### src/rtl/ifetch_bus_arbiter_if.sv
// ifetch_bus_arbiter_if: fetch, secondary and memory bus signals
// slave = arbiter view, master = requester/memory view
interface ifetch_bus_arbiter_if;
  logic        f_en;
  logic [31:0] f_address;
  logic        f_squashn;
  logic        f_wait;
  logic [31:0] f_readdata;
  logic [31:0] f_ecause;
  logic        d_req;
  logic [31:0] d_address;
  logic        d_valid;
  logic [31:0] d_readdata;
  logic        mem_req;
  logic [31:0] mem_address;
  logic        mem_ack;
  logic [31:0] mem_readdata;
  logic        mem_abort;

  modport slave (
    input  f_en, f_address, f_squashn,
    input  d_req, d_address,
    input  mem_ack, mem_readdata,
    output f_wait, f_readdata, f_ecause,
    output d_valid, d_readdata,
    output mem_req, mem_address, mem_abort
  );

  modport master (
    output f_en, f_address, f_squashn,
    output d_req, d_address,
    output mem_ack, mem_readdata,
    input  f_wait, f_readdata, f_ecause,
    input  d_valid, d_readdata,
    input  mem_req, mem_address, mem_abort
  );
endinterface

### src/rtl/ifetch_bus_arbiter.sv
// ifetch_bus_arbiter: one-outstanding-read arbiter, fetch vs secondary
// optional hung-read abort enabled by IBUS_TIMEOUT_EN
module ifetch_bus_arbiter #(
  parameter int STARVE_LIMIT   = 8,
  parameter int TIMEOUT_CYCLES = 255
) (
  input  logic clk,
  input  logic resetn,
  ifetch_bus_arbiter_if.slave bus
);
  typedef enum logic [1:0] {
    IDLE, F_BUSY, D_BUSY, F_DROP
  } state_e;

  localparam logic [3:0] STARVE_MAX = 4'(STARVE_LIMIT);

  state_e      state_q;
  logic [3:0]  starve_q, starve_d;
  logic        mem_req_q;
  logic [31:0] mem_address_q;
  logic        f_wait_q;
  logic [31:0] f_readdata_q;
  logic        d_valid_q;
  logic [31:0] d_readdata_q;
  logic        d_win, grant_d, grant_f;
  logic        tmo_hit;

  // grant decode and saturating starvation count
  always_comb begin
    d_win   = bus.d_req && (starve_q >= STARVE_MAX);
    grant_d = (state_q == IDLE) && bus.d_req &&
              (d_win || !bus.f_en);
    grant_f = (state_q == IDLE) && bus.f_en && !d_win;
    if (!bus.d_req || grant_d)
      starve_d = '0;
    else if (starve_q != 4'hF)
      starve_d = starve_q + 4'd1;
    else
      starve_d = starve_q;
  end

  // main sequencer with registered bus outputs
  always_ff @(posedge clk or negedge resetn) begin
    if (!resetn) begin
      state_q       <= IDLE;
      starve_q      <= '0;
      mem_req_q     <= 1'b0;
      mem_address_q <= '0;
      f_wait_q      <= 1'b1;
      f_readdata_q  <= '0;
      d_valid_q     <= 1'b0;
      d_readdata_q  <= '0;
    end else begin
      starve_q  <= starve_d;
      f_wait_q  <= 1'b1;
      d_valid_q <= 1'b0;
      unique case (state_q)
        IDLE: begin
          if (grant_d) begin
            mem_address_q <= bus.d_address;
            mem_req_q     <= 1'b1;
            state_q       <= D_BUSY;
          end else if (grant_f) begin
            mem_address_q <= bus.f_address;
            mem_req_q     <= 1'b1;
            state_q       <= bus.f_squashn ? F_BUSY : F_DROP;
          end
        end
        F_BUSY: begin
          if (bus.mem_ack) begin
            mem_req_q <= 1'b0;
            state_q   <= IDLE;
            if (bus.f_squashn) begin
              f_readdata_q <= bus.mem_readdata;
              f_wait_q     <= 1'b0;
            end
          end else if (!bus.f_squashn) begin
            if (tmo_hit) begin
              mem_req_q <= 1'b0;
              state_q   <= IDLE;
            end else begin
              state_q <= F_DROP;
            end
          end else if (tmo_hit) begin
            mem_req_q    <= 1'b0;
            state_q      <= IDLE;
            f_readdata_q <= '0;
            f_wait_q     <= 1'b0;
          end
        end
        D_BUSY: begin
          if (bus.mem_ack || tmo_hit) begin
            mem_req_q    <= 1'b0;
            state_q      <= IDLE;
            d_valid_q    <= 1'b1;
            d_readdata_q <= bus.mem_ack ? bus.mem_readdata : '0;
          end
        end
        F_DROP: begin
          if (bus.mem_ack || tmo_hit) begin
            mem_req_q <= 1'b0;
            state_q   <= IDLE;
          end
        end
        default: state_q <= IDLE;
      endcase
    end
  end

`ifdef IBUS_TIMEOUT_EN
  localparam logic [7:0] TMO_LAST = 8'(TIMEOUT_CYCLES - 1);

  logic [7:0]  tmo_q;
  logic        mem_abort_q;
  logic [31:0] f_ecause_q;
  logic        fetch_err;

  assign tmo_hit = (state_q != IDLE) && !bus.mem_ack &&
                   (tmo_q == TMO_LAST);
  assign fetch_err = (state_q == F_BUSY) && bus.f_squashn &&
                     tmo_hit;

  // busy-cycle counter, abort pulse and fetch error cause
  always_ff @(posedge clk or negedge resetn) begin
    if (!resetn) begin
      tmo_q       <= '0;
      mem_abort_q <= 1'b0;
      f_ecause_q  <= '0;
    end else begin
      tmo_q       <= (state_q == IDLE) ? '0 : tmo_q + 8'd1;
      mem_abort_q <= tmo_hit;
      if (grant_f)
        f_ecause_q <= '0;
      else if (fetch_err)
        f_ecause_q <= 32'h1;
    end
  end

  assign bus.mem_abort = mem_abort_q;
  assign bus.f_ecause  = f_ecause_q;
`else
  logic unused_tmo;
  assign unused_tmo    = ^TIMEOUT_CYCLES;
  assign tmo_hit       = 1'b0;
  assign bus.mem_abort = 1'b0;
  assign bus.f_ecause  = '0;
`endif

  assign bus.mem_req     = mem_req_q;
  assign bus.mem_address = mem_address_q;
  assign bus.f_wait      = f_wait_q;
  assign bus.f_readdata  = f_readdata_q;
  assign bus.d_valid     = d_valid_q;
  assign bus.d_readdata  = d_readdata_q;
endmodule
### src/flat_wrapper.sv
// flat-port wrapper written by rule: the top's interface ports become plain ports
module ifetch_bus_arbiter_flat 
#(
  parameter int STARVE_LIMIT   = 8,
  parameter int TIMEOUT_CYCLES = 255
)
  (clk, resetn, bus_f_en, bus_f_address, bus_f_squashn, bus_d_req, bus_d_address, bus_mem_ack, bus_mem_readdata, bus_f_wait, bus_f_readdata, bus_f_ecause, bus_d_valid, bus_d_readdata, bus_mem_req, bus_mem_address, bus_mem_abort);
  ifetch_bus_arbiter_if bus_i ();
  input  logic clk;
  input  logic resetn;
  input wire logic [$bits(bus_i.f_en)-1:0] bus_f_en;
  input wire logic [$bits(bus_i.f_address)-1:0] bus_f_address;
  input wire logic [$bits(bus_i.f_squashn)-1:0] bus_f_squashn;
  input wire logic [$bits(bus_i.d_req)-1:0] bus_d_req;
  input wire logic [$bits(bus_i.d_address)-1:0] bus_d_address;
  input wire logic [$bits(bus_i.mem_ack)-1:0] bus_mem_ack;
  input wire logic [$bits(bus_i.mem_readdata)-1:0] bus_mem_readdata;
  output wire logic [$bits(bus_i.f_wait)-1:0] bus_f_wait;
  output wire logic [$bits(bus_i.f_readdata)-1:0] bus_f_readdata;
  output wire logic [$bits(bus_i.f_ecause)-1:0] bus_f_ecause;
  output wire logic [$bits(bus_i.d_valid)-1:0] bus_d_valid;
  output wire logic [$bits(bus_i.d_readdata)-1:0] bus_d_readdata;
  output wire logic [$bits(bus_i.mem_req)-1:0] bus_mem_req;
  output wire logic [$bits(bus_i.mem_address)-1:0] bus_mem_address;
  output wire logic [$bits(bus_i.mem_abort)-1:0] bus_mem_abort;
  assign bus_i.f_en = bus_f_en;
  assign bus_i.f_address = bus_f_address;
  assign bus_i.f_squashn = bus_f_squashn;
  assign bus_i.d_req = bus_d_req;
  assign bus_i.d_address = bus_d_address;
  assign bus_i.mem_ack = bus_mem_ack;
  assign bus_i.mem_readdata = bus_mem_readdata;
  assign bus_f_wait = bus_i.f_wait;
  assign bus_f_readdata = bus_i.f_readdata;
  assign bus_f_ecause = bus_i.f_ecause;
  assign bus_d_valid = bus_i.d_valid;
  assign bus_d_readdata = bus_i.d_readdata;
  assign bus_mem_req = bus_i.mem_req;
  assign bus_mem_address = bus_i.mem_address;
  assign bus_mem_abort = bus_i.mem_abort;
  ifetch_bus_arbiter #(.STARVE_LIMIT(STARVE_LIMIT), .TIMEOUT_CYCLES(TIMEOUT_CYCLES)) u_core (.clk(clk), .resetn(resetn), .bus(bus_i));
endmodule
### config.mk
export PLATFORM = sky130hd
export DESIGN_NAME = ifetch_bus_arbiter_flat
export DESIGN_NICKNAME = d
export VERILOG_FILES = /design/src/rtl/ifetch_bus_arbiter_if.sv /design/src/rtl/ifetch_bus_arbiter.sv /design/src/flat_wrapper.sv
export SDC_FILE = /design/constraint.sdc
export NUM_CORES = 1
export LEC_CHECK = 0
export ABC_AREA = 1
export BUFFER_PORTS_ARGS = -buffer_cell sky130_fd_sc_hd__buf_2
export CORE_UTILIZATION = 51
export DETAILED_ROUTE_END_ITERATION = 16
export MAX_ROUTING_LAYER = met4
export PLACE_DENSITY = 0.89
export SYNTH_ARGS = -nofsm -noshare
export SYNTH_HDL_FRONTEND = slang
export SYNTH_SLANG_ARGS = --single-unit
### constraint.sdc
create_clock -name clk -period 2.3 [get_ports clk]
set_clock_uncertainty 0.1 [all_clocks]
set_input_delay 0.69 -clock clk [delete_from_list [all_inputs] [get_ports clk]]
set_output_delay 0.69 -clock clk [all_outputs]
set_load 0.01 [all_outputs]
* Word-level counts from Yosys, hierarchy flattened *
Index checks and enable logic that the tools add are counted.
W data, S select, Z words.

cells by class
  $add $sub $neg = 1
  $lt $le $gt $ge = 1
  equality and inequality tests = 8
  mux-type cells = 20
  reductions and logical operators = 20

operators by type and width
  operator               number
  $mux W32               2
  $mux W2                6
  $mux W1                8
  $mux W4                2
  $pmux W2 S3            1
  $reduce_and A2 Y1      3
  $reduce_and A3 Y1      2
  $logic_and A1 B1 Y1    5
  $add A4 B1 Y4 const B  1
  $eq A2 B2 Y1 const B   2
  $ge A4 B4 Y1 const B   1
  $ne A2 B1 Y1 const B   2
  $ne A4 B4 Y1 const B   1
  $reduce_bool A2 Y1     2
  $logic_not A1 Y1       3
  $ne A3 B1 Y1 const B   1
  $ne A3 B3 Y1 const B   1
  $reduce_or A3 Y1       1
  $eq A2 B1 Y1 const B   1
  $logic_not A2 Y1       1
  $logic_or A1 B1 Y1     2
  $pmux W1 S2            1
  $reduce_or A2 Y1       1

word-level totals
  register bits = 105
  input port bits = 102
  output and inout port bits = 132
  word-level logic and storage cells = 58

* Logic depth before layout (Yosys ltp) *
  depth after elaboration = 7
  depth in mapped cells = 9
  mapped depth without buffers = 8

* Worst setup path after synthesis *
No wires, ideal clock.

  kind = input to register
  start point = input bus_d_req
  end point = register u_core.mem_address_q[10] (netlist: u_core.bus.mem_address[10])
  library setup time = 0.117 ns
  arrival = 1.378 ns
  data required time = 2.083 ns
  setup slack = 0.704 ns
  cell stages on the path = 7
  buffers on the path = 2
  cell sequence = nand2_2 nand2_2 buf_6 buf_6 or2_1 nand3_1 nand2_1

on the way
  word-level cells in the longest chain between the ends = 5
  elaborated cells between the ends (all ways) = 9
  classes of those cells = mux: 1; reduce/logical: 8

RTL lines
  element                                                        line                                                text
  from (decl)                                                    flat_wrapper.sv:14                                  input wire logic [$bits(bus_i.d_req)-1:0] bus_d_req;
  $logic_and A1 B1 Y1                                            ifetch_bus_arbiter.sv:30                            d_win = bus.d_req && (starve_q >= STARVE_MAX);
  $logic_not A1 Y1 / $logic_or A1 B1 Y1 (equally long branches)  ifetch_bus_arbiter.sv:33, ifetch_bus_arbiter.sv:32
  $logic_and A1 B1 Y1 (on tied branches)                         ifetch_bus_arbiter.sv:33, ifetch_bus_arbiter.sv:31
  $reduce_bool A2 Y1 (no source line)                            --
  $reduce_and A2 Y1 (no source line)                             --
  to (signal assigned)                                           ifetch_bus_arbiter.sv:60                            mem_address_q <= bus.d_address;
  to (signal assigned)                                           ifetch_bus_arbiter.sv:64                            mem_address_q <= bus.f_address;
  to (decl)                                                      ifetch_bus_arbiter.sv:20                            logic [31:0] mem_address_q;

Several ways; a longest one is shown, not always the timed one.
A chain may end at the register's enable or synchronous reset.

* Worst setup path after layout *
  start point = register u_core.state_q[1]
  end point = register u_core.state_q[1]

on the way
  word-level cells in the longest chain between the ends = 5
  elaborated cells between the ends (all ways) = 15
  classes of those cells = eq/ne: 6; mux: 2; reduce/logical: 7

RTL lines
  element                                                                   line                                                                          text
  from (decl)                                                               ifetch_bus_arbiter.sv:17                                                      state_e state_q;
  from (signal assigned)                                                    ifetch_bus_arbiter.sv:66                                                      state_q <= bus.f_squashn ? F_BUSY : F_DROP;
  $logic_not A2 Y1                                                          ifetch_bus_arbiter.sv:31, ifetch_bus_arbiter.sv:33, ifetch_bus_arbiter.sv:57
  $logic_and A1 B1 Y1 (on tied branches) (2 in series)                      ifetch_bus_arbiter.sv:33, ifetch_bus_arbiter.sv:31
  $ne A3 B1 Y1 (no source line) / $mux W2 (equally long branches)           --
  $reduce_and A3 Y1 (no source line) / $pmux W2 S3 (equally long branches)  --

Several ways; a longest one is shown, not always the timed one.

==> run_results.csv <==
group,metric,value,unit
final_layout,layout_commonest_cell,"buf_2",
synth,synth_top_family_by_area,"simple AND/OR/NAND/NOR gates",
pwr,p_clk_frac,0.160,
critical_path,cp_top_family,"simple AND/OR/NAND/NOR gates",
cts,htree_levels,3,
pwr,cellInternalPower,4.497,mW
synth,ys_types,26,
synth,synthMuxAreaShare,0,
cts,clockRootBuffer,"clkbuf_8",
critical_path,cp_common_cell,"nand2_1",
route,drt_iter0_drc,176,
synth,synthAdderAreaFrac,0.004907,
synth,seq_area_frac_synth,0.5155,
route,ant_nets,0,
cts,ctsResizeCount,0,
pwr,p_seq_frac,0.418,
critical_path,crit_arrival,1950,ps
die,core,9729,µm²
cts,holdBufCountCts,0,
critical_path,cp_cell_sequence,"nor2_2, buf_4, nand3_1, nand2_1, inv_1, nand2_1, nand2_1",
synth,postSynth.asyncResetShare,1.000,
sta,setup_tns,0,ps
synth,syn_inst,582,
final_layout,fin_nets,871,
cts,tritoncts,"done",
global_routing,grt_pass1_vias,4008,
cts,cts.sinks,105,
synth,synth_edf_count,0,
route,first_pass_iters,4,
critical_path,r2r-end,"u_core.state_q[1]$_DFFE_PN0P_",
global_routing,groute.usage.overall,0.2178,
die,start_util,0.5242,
route,avgRoutedWirePerCell,12.30,µm
critical_path,reg2reg_from,"u_core.state_q[1]$_DFFE_PN0P_",
synth,synth_area,5100,µm²
final_layout,final_cell_mix,"buf_2, nand2_1, dfrtp_1, inv_1, nand3_1",
cts,clock_latency,350,ps
pwr,peakVddDrop,0.0005041,V
sta,max_freq,557.5,MHz
cts,clockBufferDepth,2,
global_routing,grt_pass1_wl,17.64,mm
sta,rsz0062_at_grt,"no",
route,via_per_inst,4.822,
flow_run,drv_cap,0,
critical_path,worst_path_largest_cell_delay,460,ps
pwr,swShare,0.4061,
critical_path,crit_required,2450,ps
global_routing,grt_max_degree,66,
cts,cts_buffers,9,
synth,synth_top_area_frac,0.5103,
critical_path,worst-r2r-setup-slack,510,ps
route,drc,0,
synth,synth_compound_area_frac,0.08096,
placed_design,dp_hpwl,8.178,mm
synth,ys_seq_elements,105,
sta,post-route-min-period,1794,ps
pwr,combPwrFrac,0.422,
critical_path,path_max_fanout,29,
route,via_count,4364,
route,routed_wl,11.14,mm
final_layout,nFillCells,851,
critical_path,crit_path_end_kind,"flip-flop",
placed_design,place_congestion,0.8026,
die,io_pins,234,
sta,hold_viol_final,0,
critical_path,critPathKind,"reg2reg",
placed_design,portBuffers,200,
synth,yosysTopAreaCell,"dfrtp_1",
synth,synthFlopType,"dfrtp_1",
critical_path,r2r_cells,7,
sta,post-route-period-util,0.7799,
pwr,switching_power,3.075,mW
run_status,status,"finished, final reports clean",
die,die-height,102,µm
final_layout,antenna_cells,0,
pwr,p_leak,3.559,nW
global_routing,grt_overflow,0,
synth,ys_warn_count,0,
min_path,hold_class,"in2async",
cts,post-cts-setup-buffers,0,
sta,finalSetupViolCount,0,
die,die_x,102,µm
final_layout,drive_gt1_frac,0.3627,
critical_path,critPathLaunchType,"flip-flop",
synth,ys_top_cells_by_area,"dfrtp_1, nand2_1, buf_4, inv_1, nand4_1",
critical_path,cp_slowest_cell,"dfrtp_1",
synth,synth-xor-area-share,0.001717,
pwr,powerDensity,1215,nW/µm²
synth,synth_area_per_cell,8.763,µm²
die,row_count,36,
critical_path,path_buf_inv,2,
final_layout,area_growth,22.23,%
die,dieArea,10400,µm²
global_routing,antenna_found_initial,0,
synth,yosys.area_share.simple,0.2385,
sta,holdWs,86.13,ps
sta,drv_slew,0,
cts,clk_pin_slew_worst_paths,100,ps
-- layout make-up --
type | instances | area [µm²] | share of cell area
Clock buffer | 9 | 123.9 | 0.01987
Clock inverter | 7 | 92.59 | 0.01485
Inverter | 75 | 284.0 | 0.04556
Multi-Input combinational cell | 366 | 1797 | 0.2882
Sequential cell | 105 | 2629 | 0.4217
Tap cell | 133 | 166.4 | 0.02670
Timing Repair Buffer | 210 | 1141 | 0.1831
-- logic make-up after synthesis --
| kind of cell | count (synthesis) |
|---|---|
| AOI/OAI and AO/OA | 68 |
| xor gates and xnor gates | 1 |
| adders and majority gates | 2 |
| buffers and inverters | 143 |
| DFF | 105 |
| other | 1 |
| and+or+nand+nor | 262 |
-- metrics by stage --
step / total power, mW / util / setup slack, ps / cells / area (µm²)
3_3_place_gp: 6.270 / 0.6184 / 440.7 / 889 / 6017
6_report: 7.571 / 0.6407 / 506.2 / 905 / 6233
2_1_floorplan: 5.236 / - / 704.5 / 614 / 5220
3_5_place_dp: 6.404 / 0.6184 / 387.0 / 889 / 6017
5_1_grt: 8.173 / 0.6407 / 337.8 / 905 / 6233
4_1_cts: 7.639 / 0.6407 / 487.8 / 905 / 6233
-- layer usage --
layer	GRT usage	up-vias	wire length, µm
met5	-	-	0
met4	0.08352	0	288
met3	0.02326	24	486
met2	0.3707	168	5590
met1	0.2673	2037	4771
li1	-	2135	-
-- cell usage after synthesis, types with 2 or more instances --
cell type  number
ha_1            2
o21ai_1        17
nand2_1       148
inv_1          72
or2_1          10
nand2_2         4
nand4_1        33
buf_2          11
clkbuf_1        3
or2_2          22
inv_2           2
dfrtp_1       104
buf_6          13
nand3_1        38
nor2_1          3
o21ai_2        19
buf_4          41
o21ai_0        31
nor2_2          2
-- how the worst max path moves through the flow --
stage | startpoint | endpoint | cells past startpoint
after global placement | bus_d_req | u_core.bus.mem_address[20]$_DFFE_PN0P_ | 9
after floorplan | bus_d_req | u_core.bus.mem_address[10]$_DFFE_PN0P_ | 7
after CTS | u_core.bus.f_wait$_DFF_PN1_ | bus_f_wait | 1
final | u_core.state_q[1]$_DFFE_PN0P_ | u_core.state_q[1]$_DFFE_PN0P_ | 7
after global routing | u_core.state_q[1]$_DFFE_PN0P_ | u_core.state_q[0]$_DFFE_PN0P_ | 7
after detailed placement | bus_d_req | u_core.bus.mem_address[13]$_DFFE_PN0P_ | 9
-- power groups by stage --
stage	logic [mW]	registers [mW]	clock network, mW
2_1_floorplan	1.67	3.57	0
3_3_place_gp	3.10	3.17	0
3_5_place_dp	3.23	3.17	0
4_1_cts	3.22	3.16	1.26
5_1_grt	3.59	3.27	1.32
6_report	3.19	3.17	1.21
-- state kept, by name, summed over array words and instances, names as in the netlist --
register	flops
u_core.bus.d_readdata	32
u_core.bus.f_readdata	32
u_core.bus.mem_address	32
u_core.starve_q	4
u_core.state_q	2
u_core.bus.d_valid	1
u_core.bus.f_wait	1
u_core.bus.mem_req	1
Power figures use the tool's default switching activity.
